[config.mk]
export PLATFORM = sky130hd
export DESIGN_NAME = register_file_mp
export DESIGN_NICKNAME = d
export VERILOG_FILES = /design/src/rtl/cpu_types_pkg.sv /design/src/rtl/rf_scoreboard.sv /design/src/rtl/register_file_mp.sv
export SDC_FILE = /design/constraint.sdc
export NUM_CORES = 2
export LEC_CHECK = 0
export CAP_MARGIN = 10
export CORE_MARGIN = 1.5
export CORE_UTILIZATION = 30
export CTS_CLUSTER_SIZE = 20
export DETAILED_ROUTE_END_ITERATION = 7
export PLACE_DENSITY = 0.49
export SYNTH_ARGS = -nofsm -noshare
export SYNTH_HDL_FRONTEND = slang
export SYNTH_SLANG_ARGS = --single-unit
[constraint.sdc]
create_clock -name CLK -period 8.5 [get_ports CLK]
set_clock_uncertainty 0.05 [all_clocks]
set_input_delay 2.55 -clock CLK [delete_from_list [all_inputs] [get_ports CLK]]
set_output_delay 2.55 -clock CLK [all_outputs]
set_load 0.02 [all_outputs]
[src/rtl/cpu_types_pkg.sv]
// Shared CPU types and default sizes for the multi-port register file.
package cpu_types_pkg;

    localparam int DEFAULT_DWIDTH = 32;
    localparam int DEFAULT_DEPTH  = 32;

    typedef logic [DEFAULT_DWIDTH-1:0] word_t;
    typedef logic [DEFAULT_DEPTH-1:0]  regbits_t;

endpackage

[src/rtl/rf_scoreboard.sv]
// Per-register pending-producer flags: a claim marks a register busy, a write clears it.
module rf_scoreboard #(
    parameter int DEPTH  = 32,
    parameter int NWRITE = 2,
    localparam int AW    = $clog2(DEPTH)
) (
    input  logic                      CLK,
    input  logic                      RST,
    input  logic [NWRITE-1:0]         wen,
    input  logic [NWRITE-1:0][AW-1:0] wsel,
    input  logic                      claim_en,
    input  logic [AW-1:0]             claim_sel,
    output logic [DEPTH-1:0]          busy
);

    logic [DEPTH-1:0] busy_q;
    logic [DEPTH-1:0] busy_d;

    // Clears are applied before the claim so a same-cycle claim wins.
    always_comb begin
        busy_d = busy_q;
        for (int p = 0; p < NWRITE; p++) begin
            if (wen[p]) begin
                busy_d[wsel[p]] = 1'b0;
            end
        end
        if (claim_en) begin
            busy_d[claim_sel] = 1'b1;
        end
        busy_d[0] = 1'b0;
    end

    always_ff @(posedge CLK) begin
        if (RST) begin
            busy_q <= '0;
        end else begin
            busy_q <= busy_d;
        end
    end

    assign busy = busy_q;

endmodule

[src/rtl/register_file_mp.sv]
// Multi-port register file with hard-wired zero register and busy scoreboard.
// Define RF_BYPASS_EN to forward same-cycle write data onto the read ports.
module register_file_mp
    import cpu_types_pkg::*;
#(
    parameter int DWIDTH = DEFAULT_DWIDTH,
    parameter int DEPTH  = DEFAULT_DEPTH,
    parameter int NREAD  = 2,
    parameter int NWRITE = 2,
    localparam int AW    = $clog2(DEPTH)
) (
    input  logic                          CLK,
    input  logic                          RST,
    input  logic [NWRITE-1:0]             wen,
    input  logic [NWRITE-1:0][AW-1:0]     wsel,
    input  logic [NWRITE-1:0][DWIDTH-1:0] wdat,
    input  logic [NREAD-1:0][AW-1:0]      rsel,
    output logic [NREAD-1:0][DWIDTH-1:0]  rdat,
    input  logic                          claim_en,
    input  logic [AW-1:0]                 claim_sel,
    output logic [DEPTH-1:0]              busy,
    output logic [NREAD-1:0]              rbusy
);

    logic [DWIDTH-1:0] regs_q [DEPTH];
    logic [DWIDTH-1:0] regs_d [DEPTH];

    // Ascending port order lets the higher-indexed port win a same-address collision.
    always_comb begin
        regs_d = regs_q;
        for (int p = 0; p < NWRITE; p++) begin
            if (wen[p] && (wsel[p] != '0)) begin
                regs_d[wsel[p]] = wdat[p];
            end
        end
    end

    always_ff @(posedge CLK) begin
        if (RST) begin
            regs_q <= '{default: '0};
        end else begin
            regs_q <= regs_d;
        end
    end

    rf_scoreboard #(
        .DEPTH  (DEPTH),
        .NWRITE (NWRITE)
    ) u_scoreboard (
        .CLK       (CLK),
        .RST       (RST),
        .wen       (wen),
        .wsel      (wsel),
        .claim_en  (claim_en),
        .claim_sel (claim_sel),
        .busy      (busy)
    );

    always_comb begin
        rdat  = '0;
        rbusy = '0;
        for (int i = 0; i < NREAD; i++) begin
            if (rsel[i] != '0) begin
                rdat[i]  = regs_q[rsel[i]];
                rbusy[i] = busy[rsel[i]];
            end
`ifdef RF_BYPASS_EN
            // A forwarded value is no longer pending unless it is being re-claimed now.
            for (int p = 0; p < NWRITE; p++) begin
                if (wen[p] && (wsel[p] != '0) && (wsel[p] == rsel[i])) begin
                    rdat[i]  = wdat[p];
                    rbusy[i] = claim_en && (claim_sel == rsel[i]);
                end
            end
`endif
        end
    end

endmodule

==> out/results.ini <==
[status]
status=completed

[floorplan]
die_w_microns=461
die_y_microns=461
rows=167
num_io_pins=192
design.die.area_sq_um=213000
initial_core_util_pct=30.3
core_area_sq_um=208000

[setup_path]
arrival_ns=5.79
required_ns=5.90
cp_cell_sequence=buf_8 > buf_12 > mux4_2 > a22oi_1 > a311oi_1 > clkbuf_4 > clkdlybuf4s50_1
crit_path_max_fanout=27
slowest_stage=a22oi_1
crit_family=buffers and inverters
cp-end-kind=primary output
startpoint_type=input port
cp.buffers_inverters=4
max_stage_delay_ns=1.00
critPathKind=in -> out

[routing]
firstDrtPassIters=7
viasPerCell=6.81
vias=65300
wl_mm=354
drc=0
first_iter_violations=11300
post_drt_wl_per_cell_microns=36.9
ant_nets=0

[clock_network]
cts-root-buf=clkbuf_16
clkLatencyLatePin_ns=0.77
postCtsHoldBufs=0
cts.reportedPaths.clkPinSlew_ns=0.06
cts.repair.resized=0
cts-htree-levels=3
cts_tree=built
cts_buffers=117
cts_setup_buffers=0
clock_sinks=1055
cts.path.max_buffers=3

[cells_and_area]
fill_cells=21100
syn_to_final_growth_pct=14.6
drive_above_1_share_pct=19.9
nets=6779

[synth]
ys_types=54
syn_inst=6961
synth_top_area_share_pct=33.6
synth_seq_area_share_pct=33.6
synth.area.top_cells=dfxtp_1 (34%), mux4_2 (16%), a311oi_1 (7.8%)
synth_common_cells=dfxtp_1 (1055), nor2_1 (1055), clkbuf_1 (685)
ys.warnings.count=0
async_flop_share_pct=0
synth_top_cell_by_area=dfxtp_1
synth_fp_nets=7055
synth-edff-count=0
synthFlopType=dfxtp_1
synth_seq_cells=1055
syn_avg_cell_area_sq_um=9.04
syn-cell-area_sq_um=62900

[grt]
grt_pass1_wl_mm=491
grt_pass1_vias=61000
grt_overflow=0
grt_use_total_pct=32.2
grt_max_degree=203
grt_antenna_before_repair=27

[sta]
finalHoldViolations=0
max_clock_freq_ghz=0.119
period_needed_ns=8.39
rsz0062_at_grt=no
fin_setup_tns_ns=0
finalSetupViolCount=0
drv_slew=0
finalCritPeriodShare_pct=98.7
slew_headroom_pct=2.47
worst_slack_ns=0.110
worstMarginPinSlew_ns=1.46

[power_and_ir_drop]
ir_drop_v=0.000153
powerDensity_nw_per_um2=173
leakagePower_nw=24.3
p_total_mw=12.5

[placement]
dp_slack_ns=0.0341
place_congestion=0.962
io_buffers=190
place.detailed.hpwl_mm=220

[worst_hold_path]
hp-class=reg -> reg

[run]
drv_cap=0

-- cells in the final DEF, fill, tap and decap left out, types with 29 or more instances in the layout --
cell	synthesis	layout
dfxtp_1	1055	1055
nor2_1	1055	1037
nand2_1	610	559
a311oi_1	559	556
nand3_1	498	490
mux4_2	460	460
buf_4	11	407
a221oi_1	337	337
nor3_1	328	320
mux2i_1	292	292
a211oi_1	229	229
clkbuf_16	0	120
clkdlybuf4s50_1	0	112
o21ai_0	111	110
nor2b_1	106	98
a22oi_1	83	83
mux2_2	68	68
nand2_2	0	48
buf_12	0	42
a32oi_1	35	35
clkbuf_8	0	32
a221oi_2	29	29
-- logic make-up after synthesis --
logic type | count (synthesis) | share of synthesized area [%]
compound gates | 1452 | 19.3
buf+inv | 976 | 6.46
flops | 1055 | 33.6
mux | 820 | 22.3
other cells | 1 | 0.00596
simple gates | 2657 | 18.3
-- worst reg2reg max path, stage by stage (launching register included) --
cell and delay (ns):
dfxtp_1 0.66, a32oi_1 0.19, nor2_1 0.14
-- final timing paths --
kind | from | endpoint | slack, ns | depth (start not counted)
worst max-delay path | rsel[6] | rdat[57] | 0.11 | 7
worst min-delay path | regs_q[1014]$_SDFF_PP0_ | regs_q[1014]$_SDFF_PP0_ | 0.43 | 1
worst max register to register | u_scoreboard.busy[8]$_SDFF_PP0_ | u_scoreboard.busy[8]$_SDFF_PP0_ | 7.39 | 2
worst min register to register | regs_q[1014]$_SDFF_PP0_ | regs_q[1014]$_SDFF_PP0_ | 0.43 | 1
-- final cells by class --
type	instances	area, sq um	area share [%]
Clock buffer	171	3490	4.84
Timing Repair Buffer	579	5190	7.20
Inverter	2	11.3	0.0156
Tap cell	2788	3490	4.84
Clock inverter	45	556	0.770
Multi-Input combinational cell	4930	38200	53.0
Sequential cell	1055	21100	29.3
Antenna cell	21	52.6	0.0729
-- flip-flops by register name (all words and copies together), names as in the netlist --
signal and cells:
u_scoreboard.busy 31, regs_q 1024
-- through the flow --
| stage | util (%) | cells | area [sq um] | hold slack, ns |
|---|---|---|---|---|
| 4_1_cts | 34.7 | 9566 | 72000 | 0.431 |
| 2_1_floorplan | - | 6961 | 62900 | 0.401 |
| 5_1_grt | 34.7 | 9578 | 72100 | 0.438 |
| 3_5_place_dp | 32.7 | 9350 | 68000 | 0.418 |
| 6_report | 34.7 | 9591 | 72100 | 0.430 |
| 3_3_place_gp | 32.7 | 9348 | 67900 | 0.413 |
-- layer usage --
metal  GRT usage [%]  up-vias  part of all wire (%)
met5          0.0230        -                 0.026
met2            46.4     5356                    41
li1                -    26100                     -
met4            22.2       10                   8.0
met1            40.7    32600                    37
met3            10.3     1292                    13
-- report_power, final --
group / switching (mW) / total (mW) / internal [mW]
combinational: 1.25 / 1.79 / 0.541
sequential: 0.0820 / 5.12 / 5.04
clock: 2.38 / 5.58 / 3.19
Note: power is estimated with default switching activity, not from simulation.
